$ cat src/rtl/loop_down_counter_if.sv
// Handshake/status bundle between the loop controller and the down-counter.
interface loop_down_counter_if #(
  parameter int WIDTH = 8
);

  logic             load;
  logic [WIDTH-1:0] load_val;
  logic             dec;
  logic [WIDTH-1:0] out;
  logic             busy;
  logic             zero;
  logic             done;
  logic             underflow;

  // Controller side: issues loads and decrements, observes count status.
  modport master (
    output load, load_val, dec,
    input  out, busy, zero, done, underflow
  );

  // Counter side: consumes commands, reports count status.
  modport slave (
    input  load, load_val, dec,
    output out, busy, zero, done, underflow
  );

endinterface

$ cat src/rtl/loop_down_counter.sv
// Loadable down-counter with IDLE/RUN/EXPIRED control FSM used to terminate
// iteration loops. State updates on the falling clock edge to line up with
// the other address counters. Optional auto-reload restarts the count from
// the last loaded trip count on expiry.
module loop_down_counter #(
  parameter int WIDTH       = 8,
  parameter bit AUTO_RELOAD = 1'b0
) (
  input  logic                 clk,
  input  logic                 reset,
  loop_down_counter_if.slave   bus
);

  typedef enum logic [1:0] {
    ST_IDLE    = 2'd0,
    ST_RUN     = 2'd1,
    ST_EXPIRED = 2'd2
  } state_t;

  localparam logic [WIDTH-1:0] CNT_ZERO = {WIDTH{1'b0}};
  localparam logic [WIDTH-1:0] CNT_ONE  = {{(WIDTH-1){1'b0}}, 1'b1};

  state_t           state_q, state_d;
  logic [WIDTH-1:0] out_q, out_d;
  logic [WIDTH-1:0] reload_q, reload_d;
  logic             busy_q, busy_d;
  logic             zero_q, zero_d;
  logic             done_q, done_d;
  logic             underflow_q, underflow_d;

  // Next-state and next-output logic: load beats dec; dec outside RUN is an error.
  always_comb begin
    state_d     = state_q;
    out_d       = out_q;
    reload_d    = reload_q;
    done_d      = 1'b0;
    underflow_d = underflow_q;

    if (bus.load) begin
      reload_d    = bus.load_val;
      underflow_d = 1'b0;
      if (bus.load_val != CNT_ZERO) begin
        out_d   = bus.load_val;
        state_d = ST_RUN;
      end else begin
        // A zero trip count expires immediately.
        out_d   = CNT_ZERO;
        state_d = ST_EXPIRED;
        done_d  = 1'b1;
      end
    end else if (bus.dec) begin
      case (state_q)
        ST_RUN: begin
          if (out_q > CNT_ONE) begin
            out_d = out_q - CNT_ONE;
          end else begin
            done_d = 1'b1;
            if (AUTO_RELOAD) begin
              // reload_q is non-zero here: RUN is only entered by a non-zero load.
              out_d   = reload_q;
              state_d = ST_RUN;
            end else begin
              out_d   = CNT_ZERO;
              state_d = ST_EXPIRED;
            end
          end
        end
        ST_IDLE, ST_EXPIRED: begin
          // No active count: hold at zero rather than wrap, flag the error.
          out_d       = CNT_ZERO;
          underflow_d = 1'b1;
        end
        default: begin
          state_d = ST_IDLE;
          out_d   = CNT_ZERO;
        end
      endcase
    end else begin
      state_d = state_q;
      out_d   = out_q;
    end

    busy_d = (state_d == ST_RUN);
    zero_d = (out_d == CNT_ZERO);
  end

  // Falling-edge state register with synchronous active-high reset.
  always_ff @(negedge clk) begin
    if (reset) begin
      state_q     <= ST_IDLE;
      out_q       <= CNT_ZERO;
      reload_q    <= CNT_ZERO;
      busy_q      <= 1'b0;
      zero_q      <= 1'b1;
      done_q      <= 1'b0;
      underflow_q <= 1'b0;
    end else begin
      state_q     <= state_d;
      out_q       <= out_d;
      reload_q    <= reload_d;
      busy_q      <= busy_d;
      zero_q      <= zero_d;
      done_q      <= done_d;
      underflow_q <= underflow_d;
    end
  end

  assign bus.out       = out_q;
  assign bus.busy      = busy_q;
  assign bus.zero      = zero_q;
  assign bus.done      = done_q;
  assign bus.underflow = underflow_q;

endmodule

$ cat src/flat_wrapper.sv
// flat-port wrapper written by rule: the top's interface ports become plain ports
module loop_down_counter_flat 
#(
  parameter int WIDTH       = 8,
  parameter bit AUTO_RELOAD = 1'b0
)
  (clk, reset, bus_load, bus_load_val, bus_dec, bus_out, bus_busy, bus_zero, bus_done, bus_underflow);
  loop_down_counter_if #(.WIDTH(WIDTH)) bus_i ();
  input  logic clk;
  input  logic reset;
  input wire logic [$bits(bus_i.load)-1:0] bus_load;
  input wire logic [$bits(bus_i.load_val)-1:0] bus_load_val;
  input wire logic [$bits(bus_i.dec)-1:0] bus_dec;
  output wire logic [$bits(bus_i.out)-1:0] bus_out;
  output wire logic [$bits(bus_i.busy)-1:0] bus_busy;
  output wire logic [$bits(bus_i.zero)-1:0] bus_zero;
  output wire logic [$bits(bus_i.done)-1:0] bus_done;
  output wire logic [$bits(bus_i.underflow)-1:0] bus_underflow;
  assign bus_i.load = bus_load;
  assign bus_i.load_val = bus_load_val;
  assign bus_i.dec = bus_dec;
  assign bus_out = bus_i.out;
  assign bus_busy = bus_i.busy;
  assign bus_zero = bus_i.zero;
  assign bus_done = bus_i.done;
  assign bus_underflow = bus_i.underflow;
  loop_down_counter #(.WIDTH(WIDTH), .AUTO_RELOAD(AUTO_RELOAD)) u_core (.clk(clk), .reset(reset), .bus(bus_i));
endmodule
$ cat config.mk
export PLATFORM = sky130hd
export DESIGN_NAME = loop_down_counter_flat
export DESIGN_NICKNAME = d
export VERILOG_FILES = /design/src/rtl/loop_down_counter_if.sv /design/src/rtl/loop_down_counter.sv /design/src/flat_wrapper.sv
export SDC_FILE = /design/constraint.sdc
export NUM_CORES = 1
export LEC_CHECK = 0
export BUFFER_PORTS_ARGS = -buffer_cell sky130_fd_sc_hd__buf_2
export CORE_UTILIZATION = 40
export CTS_BUF_LIST = sky130_fd_sc_hd__clkbuf_8
export DETAILED_ROUTE_END_ITERATION = 7
export PLACE_DENSITY = 0.71
export REMOVE_ABC_BUFFERS = 1
export SLEW_MARGIN = 20
export SYNTH_ARGS = -nofsm -noshare
export SYNTH_HDL_FRONTEND = slang
export SYNTH_SLANG_ARGS = --single-unit
$ cat constraint.sdc
create_clock -name clk -period 4.9 [get_ports clk]
set_input_delay 0 -clock clk [delete_from_list [all_inputs] [get_ports clk]]
set_output_delay 0 -clock clk [all_outputs]
set_load 0.01 [all_outputs]
# After elaboration in Yosys (flattened, before gate mapping)
# Cells that the tools add are included.
totals:
  regBits: 14
  input_bits: 12
  output_inout_bits: 12
  wordCells: 32
classes:
  n_addsub: 1
  order_cmp: 1
  n_eq_ne: 3
  muxes: 15
  reduce_logical: 6
op_table:
  columns: ["operator", "n"]
  rows:
  - ["2-to-1 mux 8 bit", 5]
  - ["> comparator 8 x 1 -> 1 bit, second input constant", 1]
  - ["zero test 8 bit", 1]
  - ["2-to-1 mux 2 bit", 4]
  - ["nonzero test 8 bit", 1]
  - ["subtractor 8 x 1 -> 8 bit, second input constant", 1]
  - ["2-to-1 mux 1 bit", 5]
  - ["equality test 2 x 1 -> 1 bit, second input constant", 2]
  - ["one-hot mux 2 bit (2 select lines)", 1]
  - ["OR reduction 2 bit", 2]
  - ["equality test 2 bit, second input constant", 1]
  - ["zero test 2 bit", 1]
  - ["AND reduction 2 bit", 1]

# Longest topological paths before layout
logic_depth:
  depth_word: 6
  depth_mapped: 7
  ltp_nobuf: 7

==> results.md <==
* Status: complete, no violations
* Chip height at 49.1 microns
* Antenna Cells at 0
* DRC viols at 0
* Clock Latency Late Sink at 0.32 ns
* Synth Area in Compound Gates at 23.7%
* Initial antenna violation count at 0
* Mux share of post-synthesis cell area at 0%
* Htree depth at 1
* Vias post-DR at 937
* Post-Synth Simple-Gate Area at 29.2%
* Cts repair resizes at 0
* Share of layout cells above drive strength 1 at 22.7%
* CTS Sinks at 14
* Starting density of the core at 43.8%
* Main combinational cell family by area after synthesis: simple AND/OR/NAND/NOR gates
* Top post-synthesis cells by area: dfxtp_1 32%, nor2_1 5.5%, nor3_1 5.1%
* Skew final at 0.0127 ns
* Die W at 49.1 microns
* #FFs+latches synth at 14
* Min-delay src: u_core.bus.underflow$_SDFFE_NP0P_
* Post-Synth Adder-Cell Area at 2.82%
* WL final at 2210 microns
* Final design utilization at 54.1%
* Largest net degree at the start of global routing at 17
* Cell area power density at 325 mW/mm^2
* Setup slack, reg-to-reg at 2.52 ns
* CP Capture Type: register
* Dpl hpwl at 1510 microns
* WS Path Type: primary input to register
* Number of port buffers at 23
* Mapped Area at 886 sq um
* Final Hold Fails at 0
* CTS Buf Count at 3
* Root Buffer: clkbuf_8
* Gate Count Post-Synth at 107
* Seq/Total Area, Yosys at 31.6%
* Fillers at 199
* Vias per inst at 5.58
* Final Slew Violations at 0
* Grt ovf at 0
* Vias in the first global route at 860
* Sum Neg Setup Slack at 0 ns
* Worst Path Required at 2.66 ns
* Hold-fix buffers, CTS at 0
* Routed length per instance at 13.2 microns
* Setup crit start: bus_dec
* Die Area at 0.00241 sq mm
* 1st-iter DRT viols at 23
* Max_cap viols at 0
* Top FF cell, synth: dfxtp_1
* Synth async-reset ratio at 0%
* CTS tree: built
* Cell variety after synth at 40
* Synth top area share at 31.6%
* Area of the core at 0.00202 sq mm
* EDFF count, synth at 0
* Final ANT Viol Nets at 0
* Maximum vdd ir drop at 0.175 mV
* Area leader, netlist: dfxtp_1
* Reg-to-reg startpoint: u_core.bus.out[0]$_SDFF_NP0_
* I/O pin cnt at 24
* Nets at 156
* Syn_area_per_cell at 8.28 sq um
* Synth warnings at 0
* Post-Synth XOR/XNOR Area at 5.93%
* Crit path launch type: primary input
* Row count at 16
* Worst slew pin tran at 0.685 ns
* GP Congestion at 0.863
* Max_slew headroom at 53.8%
* Worst Path Arrival at 1.47 ns
* Post-CTS Setup Inserts at 0
* First-pass GRT wire length at 3710 microns
* GRT Total Usage at 19.4%
* Post-synth top cells: 14 x dfxtp_1, 13 x nor2_1, 9 x nor3_1, 8 x a21oi_1
* Crit path max fanout at 10
* Worst-path clk slew at 0.04 ns
* Maximum clock insertion buffer count at 2
* Layout area overhead at 23.4%
* Lkg Pwr at 0.000533 uW
* Final setup viols at 0
* First-pass DRT Iterations at 5
* Most numerous cell in the Yosys netlist: dfxtp_1
* RSZ-0062 raised after global routing: false
* Hold Crit Class: register to register
through the flow:
stage                     power [uW]  area, sq um  hold WS [ns]  std cells  worst slack [ns]
after floorplan                  205          850         0.514        101              1.19
after global placement           230          998         0.509        151             0.920
after detailed placement         231          998         0.513        151             0.884
after CTS                        361         1090         0.521        168              1.21
after global routing             386         1090         0.558        168              1.07
final                            356         1090         0.510        168              1.18
registers in the layout, summed over array words and instances (netlist names):
name / flops
u_core.bus.out: 8
u_core.state_q: 2
u_core.bus.busy: 1
u_core.bus.done: 1
u_core.bus.underflow: 1
u_core.bus.zero: 1
where the power goes:
group	internal [uW]	leakage [uW]	switching, uW	total, uW
registers	123	0.000116	12.4	135
clock network	71.0	0.0000962	71.8	143
logic	35.3	0.000321	42.6	77.9
metal layers:
metal	GRT usage, %	up-vias	part of all wire [%]
met5	0	-	0
met4	10.3	0	0.90
met3	4.67	4	4.8
met2	29.2	31	49
met1	25.4	441	45
li1	-	461	-
area by class of cell:
class                      instances  area [sq um]  share of cell area, %
clock inverter                    15          57.6                   5.26
multi-input combinational         81           547                   50.0
inverter                           5          18.8                   1.72
timing repair buffer              23           115                   10.5
clock buffer                       3          41.3                   3.78
tap                               27          33.8                   3.09
sequential                        14           280                   25.6
path summary, 6_finish.rpt:
kind | endpoint | cells past startpoint
setup / recovery | u_core.bus.zero$_SDFF_NP1_ | 6
hold / removal | u_core.bus.underflow$_SDFFE_NP0P_ | 2
setup reg to reg | u_core.bus.zero$_SDFF_NP1_ | 7
hold reg to reg | u_core.bus.underflow$_SDFFE_NP0P_ | 2
logic make-up (layout without fill, tap and decap cells):
logic type	count (synthesis)	in the layout
and+or+nand+nor	43	43
AOI/OAI and AO/OA	30	30
DFF	14	14
buffers and inverters	12	46
xor gates and xnor gates	6	6
adders and majority gates	2	2
worst max-delay path: stages:
cell      delay [ns]
buf_2           0.17
or3b_1          0.38
nor3_1          0.34
a211o_1         0.22
a221oi_2        0.06
a211o_1         0.31
cell usage in the layout, fill, tap and decap left out, types with 2 or more instances in the layout:
cell and n:
dfxtp_1 14, nor3b_1 3, inv_1 19, nand4b_1 2, buf_2 23, o21ai_0 2, a211o_1 2, o41ai_1 2
o21bai_1 2, a21oi_1 8, nor3_1 9, nand2_1 2, xor2_1 5, nor4_1 2, ha_1 2, a22oi_1 6
clkbuf_8 3, nor2_1 13, nor2b_1 2
Note: power is estimated with default switching activity, not from simulation.
